==> src/rtl/bcd_converter_pkg.sv <==
// Shared types and constants for the iterative binary-to-BCD converter.
package bcd_converter_pkg;

    typedef enum logic [1:0] {
        ST_IDLE  = 2'd0,
        ST_SHIFT = 2'd1,
        ST_DONE  = 2'd2
    } state_e;

    localparam int unsigned DIGIT_W = 4;

    // Double-dabble correction: a nibble >= 5 gets +3 before the shift
    localparam logic [DIGIT_W-1:0] ADJ_THRESH = 4'd5;
    localparam logic [DIGIT_W-1:0] ADJ_ADD    = 4'd3;

    // Saturation ceiling, used only when SATURATE_999_EN is defined
    localparam int unsigned                      SAT_VALUE  = 999;
    localparam int unsigned                      SAT_DIGITS = 3;
    localparam logic [SAT_DIGITS*DIGIT_W-1:0]    SAT_BCD    = 12'h999;

endpackage

==> src/rtl/bcd_digit_adjust.sv <==
// Per-nibble double-dabble correction: adds 3 to any digit of 5 or more.
module bcd_digit_adjust
    import bcd_converter_pkg::*;
(
    input  logic [DIGIT_W-1:0] digit_i,
    output logic [DIGIT_W-1:0] digit_o
);

    assign digit_o = (digit_i >= ADJ_THRESH) ? (digit_i + ADJ_ADD) : digit_i;

endmodule

==> src/rtl/bcd_converter.sv <==
// Iterative double-dabble binary-to-BCD converter, one shift per clock.
// Optional build macro SATURATE_999_EN clamps results above 999 to 0x0999
// and raises ovf_o; without it ovf_o is tied low.
module bcd_converter
    import bcd_converter_pkg::*;
#(
    parameter int unsigned WIDTH  = 12,
    parameter int unsigned DIGITS = 4
) (
    input  logic                        clk,
    input  logic                        rst_n,
    input  logic                        start_i,
    input  logic [WIDTH-1:0]            bin_i,
    output logic                        ready_o,
    output logic                        done_o,
    output logic [DIGITS*DIGIT_W-1:0]   bcd_o,
    output logic                        ovf_o
);

    localparam int unsigned BCD_W = DIGITS * DIGIT_W;
    localparam int unsigned CNT_W = $clog2(WIDTH + 1);

    localparam logic [CNT_W-1:0] CNT_LOAD = CNT_W'(WIDTH);
    localparam logic [CNT_W-1:0] CNT_ONE  = CNT_W'(1);

    state_e                 state_q, state_d;
    logic [WIDTH-1:0]       sr_q, sr_d;
    logic [BCD_W-1:0]       scratch_q, scratch_d;
    logic [CNT_W-1:0]       cnt_q, cnt_d;
    logic [BCD_W-1:0]       bcd_q, bcd_d;
    logic                   done_q, done_d;
    logic [BCD_W-1:0]       adj;
    logic [BCD_W+WIDTH-1:0] shifted;

    for (genvar g = 0; g < DIGITS; g++) begin : g_adj
        bcd_digit_adjust u_adj (
            .digit_i (scratch_q[g*DIGIT_W +: DIGIT_W]),
            .digit_o (adj[g*DIGIT_W +: DIGIT_W])
        );
    end

`ifdef SATURATE_999_EN
    logic ovf_q, ovf_d;
    logic over;

    // Value exceeds 999 when any digit above the hundreds is nonzero
    always_comb begin
        over = 1'b0;
        for (int unsigned i = SAT_DIGITS; i < DIGITS; i++) begin
            if (scratch_q[i*DIGIT_W +: DIGIT_W] != '0) begin
                over = 1'b1;
            end
        end
    end

    assign ovf_o = ovf_q;
`else
    assign ovf_o = 1'b0;
`endif

    // Next-state, datapath and output-register update
    always_comb begin
        state_d   = state_q;
        sr_d      = sr_q;
        scratch_d = scratch_q;
        cnt_d     = cnt_q;
        bcd_d     = bcd_q;
        done_d    = 1'b0;
        shifted   = {adj, sr_q} << 1;
`ifdef SATURATE_999_EN
        ovf_d     = ovf_q;
`endif
        case (state_q)
            ST_IDLE: begin
                if (start_i) begin
                    sr_d      = bin_i;
                    scratch_d = '0;
                    cnt_d     = CNT_LOAD;
                    state_d   = ST_SHIFT;
                end
            end
            ST_SHIFT: begin
                {scratch_d, sr_d} = shifted;
                cnt_d = cnt_q - CNT_ONE;
                if ((cnt_q == CNT_ONE) || (cnt_q == '0)) begin
                    state_d = ST_DONE;
                end
            end
            ST_DONE: begin
                done_d  = 1'b1;
                state_d = ST_IDLE;
`ifdef SATURATE_999_EN
                if (over) begin
                    bcd_d = '0;
                    bcd_d[SAT_DIGITS*DIGIT_W-1:0] = SAT_BCD;
                    ovf_d = 1'b1;
                end else begin
                    bcd_d = scratch_q;
                    ovf_d = 1'b0;
                end
`else
                bcd_d = scratch_q;
`endif
            end
            default: begin
                state_d = ST_IDLE;
            end
        endcase
    end

    // State and datapath registers with asynchronous active-low reset
    always_ff @(posedge clk or negedge rst_n) begin
        if (!rst_n) begin
            state_q   <= ST_IDLE;
            sr_q      <= '0;
            scratch_q <= '0;
            cnt_q     <= '0;
            bcd_q     <= '0;
            done_q    <= 1'b0;
`ifdef SATURATE_999_EN
            ovf_q     <= 1'b0;
`endif
        end else begin
            state_q   <= state_d;
            sr_q      <= sr_d;
            scratch_q <= scratch_d;
            cnt_q     <= cnt_d;
            bcd_q     <= bcd_d;
            done_q    <= done_d;
`ifdef SATURATE_999_EN
            ovf_q     <= ovf_d;
`endif
        end
    end

    assign ready_o = (state_q == ST_IDLE);
    assign done_o  = done_q;
    assign bcd_o   = bcd_q;

endmodule

==> config.mk <==
export PLATFORM = sky130hd
export DESIGN_NAME = bcd_converter
export DESIGN_NICKNAME = d
export VERILOG_FILES = /design/src/rtl/bcd_converter_pkg.sv /design/src/rtl/bcd_digit_adjust.sv /design/src/rtl/bcd_converter.sv
export SDC_FILE = /design/constraint.sdc
export NUM_CORES = 1
export LEC_CHECK = 0
export ABC_AREA = 1
export CORE_MARGIN = 2
export CORE_UTILIZATION = 50
export DETAILED_ROUTE_END_ITERATION = 10
export GPL_TIMING_DRIVEN = 0
export PLACE_DENSITY = 0.82
export SYNTH_ARGS = -nofsm -noshare
export SYNTH_HDL_FRONTEND = slang
export SYNTH_SLANG_ARGS = --single-unit
==> constraint.sdc <==
create_clock -name clk -period 1.8 [get_ports clk]
set_clock_uncertainty 0.15 [all_clocks]
set_input_delay 0.36 -clock clk [delete_from_list [all_inputs] [get_ports clk]]
set_output_delay 0.36 -clock clk [all_outputs]
set_load 0.005 [all_outputs]
==> flow_summary.ini, run 1 <==
[status]
status = finished clean

[clock_network]
cts_buffers = 5
clk_pin_slew_worst_paths_ns = 0.09
root_buffer = clkbuf_8
worstSkewPairLatency_ns = 0.30
numClockSinks = 51
cts_buffer_depth = 2
cts_tree = yes
htree_levels = 2

[detailed_routing]
routed-via-count = 2027
drtAntennaViolNets = 0
avgRoutedWirePerCell_um = 11.91
vias_per_cell = 5.224
first_iter_violations = 161
wl_um = 4621
drt-pass1-iter-count = 4
drc = 0

[pwr]
clkPwrFrac_pct = 16.4
seqPwrFrac_pct = 39.3
p_int_mw = 3.052
power_density_nw_per_um2 = 1685
pwr-share-comb_pct = 44.3
p_leak_nw = 1.476
p_sw_mw = 1.918
ir_drop_mv = 0.8210
swShare_pct = 38.60

[floorplanning]
die_h_um = 73.48
die_x_um = 73.48
coreArea_um2 = 4692
ios = 34
die_area_um2 = 5399
start_util_pct = 51.44
num_rows = 25

[finish]
final_util_pct = 62.88
num_antenna_cells = 0
layout.nets = 358
layout.area.seq_um2 = 1276
multiInputGateArea_um2 = 973.4
drive_above_1_share_pct = 8.383
fillers = 411
area_delta_synth_final_pct = 22.24

[synth]
synth-warning-count = 0
synthDistinctLibCells = 20
yosysSeqAreaShare_pct = 52.88
synthesis.nets = 316
synth_area_um2 = 2414
yosys_register_bits = 51
synth_cells = 291
avgSynthCellArea_um2 = 8.294

[worst_setup_path]
worst-path-max-fanout = 2
critPathRequiredTime_ns = 1.29
max_stage_delay_ns = 0.51
path_buf_inv = 1
arrival_ns = 1.19
cp_slowest_cell = clkdlybuf4s50_1
criticalPathCategory = flip-flop to primary output
start_kind = flip-flop
cpLargestDelayFamily = buffers and inverters
worstReg2RegStart = scratch_q[4]
startpoint = bcd_o[9]
cp_cell_sequence = clkdlybuf4s50_1
critPathCaptureType = primary output

[sta]
post-route-min-period_ns = 1.697
slew_headroom_pct = 62.66
report.final.slew_viol_count = 0
finalSetupTns_ns = 0
hold_viol = 0
fmax_mhz = 589.1
tightestPinTransition_ns = 0.5601
setup-violations-final = 0
finalCritPeriodShare_pct = 94.30
postLayoutSetupSlackWorst_ns = 0.1025
rsz0062_at_grt = false

[placement]
numPortBuffers = 32
dp_hpwl_um = 3421
pre_cts_slack_ns = 0.05106
gp_congestion = 0.8166

[global_routing]
grt_pass1_vias = 1910
overflow = 0
grt_first_pass_wirelength_um = 8224
antenna_found_initial = 0
grt_max_degree = 29
grt_use_total_pct = 19.54

[min_path]
hold_start = scratch_q[13]
min-delay-path-class = flip-flop to flip-flop

[flow_run]
drv_cap = 0
-- logic make-up after synthesis --
family / synth area share, %
AND/OR/NAND/NOR: 27.16
flip-flops: 52.88
buffers and inverters: 6.791
AO/OA/AOI/OAI: 7.828
adder cells (fa/ha/maj): 5.184
other: 0.1554
-- through the flow --
step / power [mW] / cells / cell area, µm² / hold WS [ns]
4_1_cts: 5.000 / 388 / 2950 / 0.3389
5_1_grt: 5.443 / 388 / 2950 / 0.3586
2_1_floorplan: 3.371 / 291 / 2414 / -0.08559
3_3_place_gp: 4.060 / 377 / 2801 / 0.3132
6_report: 4.970 / 388 / 2950 / 0.3329
3_5_place_dp: 4.173 / 378 / 2816 / 0.2268
-- Yosys cell counts, drive strengths merged --
master | count | area share (%)
nand2 | 106 | 17
dfrtp | 51 | 53
o21ai | 32 | 6.6
nand3 | 31 | 6.4
inv | 27 | 4.2
buf | 10 | 2.4
ha | 10 | 5.2
nand4 | 8 | 2.1
nor2 | 8 | 1.5
o21bai | 3 | 0.93
clkbuf | 1 | 0.21
conb | 1 | 0.16
nand3b | 1 | 0.31
nor3 | 1 | 0.21
o22ai | 1 | 0.26
-- power groups by stage --
stage | combinational, mW | clock, mW | sequential [mW]
5_1_grt | 2.54 | 0.874 | 2.03
3_3_place_gp | 2.10 | 0 | 1.96
6_report | 2.20 | 0.817 | 1.95
4_1_cts | 2.22 | 0.830 | 1.95
3_5_place_dp | 2.19 | 0 | 1.98
2_1_floorplan | 1.44 | 0 | 1.93
-- cell type report --
type                    count  share of cell area, %
plain buffers              11                  2.120
clock buffers               6                  2.799
clock inverters             2                  1.187
inverters                  27                  3.435
multi-input cells         202                  32.99
flip-flops and latches     51                  43.26
well taps                  54                  2.290
repair buffers             35                  11.92
-- per-layer routing --
| metal | up-vias | wire length, µm | GRT usage, % |
|---|---|---|---|
| met4 | 0 | 34 | 4.848 |
| met3 | 5 | 230 | 4.527 |
| met2 | 57 | 2222 | 32.94 |
| met1 | 952 | 2134 | 25.49 |
| li1 | 1013 | - | - |
| met5 | - | 0 | 0 |
-- state kept, by name, summed over array words and instances (netlist names) --
signal	flops
bcd_o	16
cnt_q	4
done_o	1
scratch_q	16
sr_q	12
state_q	2
-- path summary, 6_finish.rpt --
| path | depth (start not counted) | slack (ns) | to |
|---|---|---|---|
| worst max-delay path | 1 | 0.10 | bcd_o[9] |
| min in group asynchronous | 2 | 0.43 | bcd_o[3] |
| worst min-delay path | 2 | 0.33 | scratch_q[13] |
| worst max register to register | 7 | 0.33 | scratch_q[8] |
| worst min register to register | 2 | 0.33 | scratch_q[13] |
| max in group asynchronous | 3 | 0.54 | cnt_q[1] |
-- cell usage in the layout, fill, tap and decap left out, types with 5 or more instances in the layout --
cell type	instances
buf_2	8
clkbuf_8	6
clkdlybuf4s50_1	30
dfrtp_1	51
ha_1	10
inv_1	25
nand2_1	104
nand3_1	31
nand4_1	8
nor2_1	6
o21ai_0	27
o21ai_1	5
-- what timing repair did --
item | 4_1_cts | 5_1_grt
hold buffers | 1 | 0
gates resized for setup | 1 | 0
buffers inserted | 1 | 0
endpoints found under the setup margin | 1 | 0
hold endpoints to repair | 23 | 0
No activity file was read; power rests on OpenSTA's default activity.
==> inputs of run 2 (changes only) <==
clock period = 1.9 ns   (was 1.8 ns; I/O delays follow)
==> run 2 against run 1 <==
  * Clock power shrank 5.4%
  * Routed wire length fell by 0.24%
  * Largest power group unchanged
  * Critical endpoint unchanged
  * Sequential share of layout area up 0.055 points
  * Global-route usage is 0.087 points lower
==> flow_summary.ini, run 2 (synthesis results as in run 1) <==
[sta]
finalCritPeriodShare_pct = 90.30
rsz0062_at_grt = false
tightestPinTransition_ns = 0.5530
post-route-min-period_ns = 1.716
fmax_mhz = 582.8
slew_headroom_pct = 63.14
finalSetupTns_ns = 0
hold_viol = 0
report.final.slew_viol_count = 0
setup-violations-final = 0

[global_routing]
grtUsageMet3_pct = 4.527
met1_usage_pct = 25.40
antenna_found_initial = 0
top_usage_layer = met2
grt_max_degree = 29
grt_pass1_vias = 1903
grt_use_total_pct = 19.45
overflow = 0
use_met2_pct = 32.74
grt_first_pass_wirelength_um = 8190

[detailed_routing]
routed-via-count = 2026
drc = 0
avgRoutedWirePerCell_um = 11.91
vias_per_cell = 5.235
drtAntennaViolNets = 0
wl_um = 4610
drt-pass1-iter-count = 4
first_iter_violations = 184

[pwr]
clkPwrFrac_pct = 16.5
seqPwrFrac_pct = 39.6
p_sw_mw = 1.814
swShare_pct = 38.62
p_int_mw = 2.883
p_leak_nw = 1.481
ir_drop_mv = 0.7774
pwr-share-comb_pct = 44.0
power_density_nw_per_um2 = 1594

[clock_network]
cts_setup_buffers = 0
cts_buffer_depth = 2
clk_pin_slew_worst_paths_ns = 0.09
htree_levels = 2
cts_tree = yes
cts_buffers = 5
worstSkewPairLatency_ns = 0.30
numClockSinks = 51
root_buffer = clkbuf_8

[finish]
area_delta_synth_final_pct = 22.08
num_antenna_cells = 0
stdcell_area_um2 = 2947
fillers = 412
drive_above_1_share_pct = 8.108
final_cell_mix = nand2_1, dfrtp_1, nand3_1, clkdlybuf4s50_1, o21ai_0
layout_commonest_cell = nand2_1
layout.nets = 357

[worst_setup_path]
arrival_ns = 1.19
max_stage_delay_ns = 0.51
worst-path-max-fanout = 2
reg2reg_to = scratch_q[8]
critPathCaptureType = primary output
worstReg2RegStart = scratch_q[4]
cp_cell_sequence = clkdlybuf4s50_1
r2r_slack_ns = 0.43
start_kind = flip-flop
cpLargestDelayFamily = buffers and inverters
critPathRequiredTime_ns = 1.37
criticalPathCategory = flip-flop to primary output
path_buf_inv = 1
cp_slowest_cell = clkdlybuf4s50_1
reg2reg_depth = 7

[flow_run]
drv_cap = 0

[floorplanning]
die_area_um2 = 5399
die_x_um = 73.48
start_util_pct = 51.44
ios = 34
die_h_um = 73.48
num_rows = 25
coreArea_um2 = 4692

[min_path]
min-delay-path-class = flip-flop to flip-flop
hold_start = scratch_q[13]
whs_path_depth = 2
whs_endpoint = scratch_q[13]

[placement]
dp_hpwl_um = 3421
gp_congestion = 0.8166
dpl_cell_area_um2 = 2816
numPortBuffers = 32

[status]
status = finished clean
[run 2: changes by cell type in the layout (fill, tap and decap cells not counted)]
cell,change
dlygate4sd2_1,-1
dlymetal6s2s_1,+1
buf_4,-1
[run 2: worst max-delay path by stage]
| stage | slack [ns] | start | end | cells past startpoint |
|---|---|---|---|---|
| detailed placement | 0.13 | start_i | sr_q[11] | 6 |
| CTS | 0.01 | state_q[0] | ready_o | 2 |
| finish | 0.18 | bcd_o[9] | bcd_o[9] | 1 |
| global route | 0.13 | bcd_o[9] | bcd_o[9] | 1 |
| global placement | -1.15 | rst_n | sr_q[0] | 1 |
| floorplan | 0.61 | scratch_q[4] | scratch_q[8] | 7 |
[run 2: final cells by class]
type / instances / area (µm²) / share of cell area, %
Sequential cell: 51 / 1276 / 43.31
Multi-Input combinational cell: 202 / 973.4 / 33.04
Timing Repair Buffer: 34 / 347.8 / 11.80
Inverter: 27 / 101.3 / 3.439
Clock buffer: 6 / 82.58 / 2.803
Tap cell: 54 / 67.56 / 2.293
Buffer: 11 / 62.56 / 2.123
Clock inverter: 2 / 35.03 / 1.189
[run 2: layer usage]
metal,wire length (µm),vias up
li1,-,1011
met1,2140,955
met2,2214,55
met3,220,5
met4,34,0
met5,0,-
[run 2: metrics by stage]
step	hold WS [ns]	power, mW	setup slack, ns	util, %	cells
2_1_floorplan	-0.06559	3.194	0.6137	-	291
3_3_place_gp	0.3132	3.847	-1.150	59.71	377
3_5_place_dp	0.2468	3.953	0.1311	60.03	378
4_1_cts	0.3389	4.730	0.01036	62.75	387
5_1_grt	0.3586	5.143	0.1302	62.80	387
6_report	0.3329	4.697	0.1842	62.80	387
[run 2: power groups by stage]
stage	Clock, mW	Combinational, mW	Sequential [mW]
global placement	0	1.99	1.85
finish	0.773	2.06	1.86
floorplan	0	1.37	1.83
CTS	0.786	2.09	1.86
detailed placement	0	2.08	1.88
global route	0.828	2.39	1.93
[run 2: timing repair]
action / in CTS / in global routing
endpoints found under the setup margin: 0 / 1
hold endpoints to repair: 23 / 0
hold buffers: 1 / 0
gates resized for setup: 0 / 1
==> inputs of run 3 (changes only) <==
CAP_MARGIN = 20   (was not set)
MAX_ROUTING_LAYER = met4   (was not set)
==> run 3 against run 2 <==
  * Cell count stayed put
  * Total power hardly changed
  * Non-clock buffer count stayed put
  * Critical path type unchanged
==> flow_summary.ini, run 3 (synthesis results as in run 1) <==
[finish]
num_antenna_cells = 0
drive_above_1_share_pct = 8.108
final_util_pct = 62.80
layout_commonest_cell = nand2_1
final_cell_mix = nand2_1, dfrtp_1, nand3_1, clkdlybuf4s50_1, o21ai_0
area_delta_synth_final_pct = 22.08
layout.nets = 357

[clock_network]
worstSkewPairLatency_ns = 0.30
htree_levels = 2
cts_setup_buffers = 0
clk_pin_slew_worst_paths_ns = 0.09
cts_tree = yes
root_buffer = clkbuf_8
numClockSinks = 51
cts_buffer_depth = 2
cts_buffers = 5

[sta]
tightestPinTransition_ns = 0.5535
slew_headroom_pct = 63.10
finalCritPeriodShare_pct = 90.25
report.final.slew_viol_count = 0
rsz0062_at_grt = false
hold_viol = 0
setup-violations-final = 0
postLayoutSetupSlackWorst_ns = 0.1852
fmax_mhz = 583.2
post-route-min-period_ns = 1.715

[placement]
gp_congestion = 0.8288
numPortBuffers = 32
pre_cts_slack_ns = 0.1311
dp_hpwl_um = 3421

[floorplanning]
die_area_um2 = 5399
die_h_um = 73.48
num_rows = 25
ios = 34
coreArea_um2 = 4692
start_util_pct = 51.44
die_x_um = 73.48

[status]
status = finished clean

[worst_setup_path]
worst-path-max-fanout = 2
start_kind = flip-flop
worstReg2RegStart = scratch_q[4]
r2r_slack_ns = 0.44
cp_slowest_cell = clkdlybuf4s50_1
path_buf_inv = 1
criticalPathCategory = flip-flop to primary output
arrival_ns = 1.18
reg2reg_depth = 7
reg2reg_to = scratch_q[8]
cp_cell_sequence = clkdlybuf4s50_1
critPathCaptureType = primary output
crit_path_end = bcd_o[9]
critPathRequiredTime_ns = 1.37
crit_cells = 1
startpoint = bcd_o[9]
cpLargestDelayFamily = buffers and inverters
max_stage_delay_ns = 0.50

[global_routing]
overflow = 0
top_usage_layer = met2
grtUsageMet3_pct = 4.527
grt_max_degree = 29
grt_first_pass_wirelength_um = 8204
grt_use_total_pct = 20.09
use_met2_pct = 32.64
grt_pass1_vias = 1901
met1_usage_pct = 25.67
antenna_found_initial = 0

[pwr]
swShare_pct = 38.63
seqPwrFrac_pct = 39.6
pwr-share-comb_pct = 44.0
power_density_nw_per_um2 = 1594
p_int_mw = 2.883
clkPwrFrac_pct = 16.5
p_sw_mw = 1.815
ir_drop_mv = 0.7777
p_leak_nw = 1.481

[detailed_routing]
avgRoutedWirePerCell_um = 11.91
drtAntennaViolNets = 0
drc = 0
wl_um = 4610
drt-pass1-iter-count = 4
vias_per_cell = 5.214
routed-via-count = 2018
first_iter_violations = 181

[min_path]
min-delay-path-class = flip-flop to flip-flop

[flow_run]
drv_cap = 0
[run 3: power by group through the flow]
stage | clock [mW] | sequential [mW] | combinational [mW]
floorplan | 0 | 1.83 | 1.37
global placement | 0 | 1.85 | 1.99
detailed placement | 0 | 1.88 | 2.08
CTS | 0.786 | 1.86 | 2.09
global route | 0.832 | 1.93 | 2.39
finish | 0.773 | 1.86 | 2.07
[run 3: final cells by class]
class	instances	area (µm²)
fillers	412	1745
flip-flops and latches	51	1276
multi-input cells	202	973.4
repair buffers	34	347.8
inverters	27	101.3
clock buffers	6	82.58
well taps	54	67.56
plain buffers	11	62.56
clock inverters	2	35.03
[run 3: what timing repair did]
item                                    CTS  global route
gates resized for setup                   0             1
endpoints found under the setup margin    0             1
hold endpoints to repair                 23             0
hold buffers                              1             0
[run 3: layer usage]
layer	share of wire (%)	vias up
met5	0	-
met4	0.82	0
met3	4.6	5
met2	48	54
met1	47	948
li1	-	1011
[run 3: worst min path at each step]
stage          depth (start not counted)  slack (ns)     startpoint             to
6_report                               2        0.33  scratch_q[13]  scratch_q[13]
5_1_grt                                2        0.36        sr_q[8]        sr_q[8]
4_1_cts                                2        0.34  scratch_q[13]  scratch_q[13]
3_5_place_dp                           1        0.25          rst_n       bcd_o[1]
3_3_place_gp                           2        0.31  scratch_q[13]  scratch_q[13]
2_1_floorplan                          0       -0.07          rst_n       bcd_o[0]
[run 3: metrics by stage]
step	area (µm²)	total power, mW	TNS, ns	hold WS (ns)	std cells
6_report	2947	4.698	0	0.3329	387
5_1_grt	2947	5.148	0	0.3586	387
4_1_cts	2944	4.730	0	0.3389	387
3_5_place_dp	2816	3.953	0	0.2468	378
3_3_place_gp	2801	3.847	-58.52	0.3132	377
2_1_floorplan	2414	3.194	0	-0.06559	291
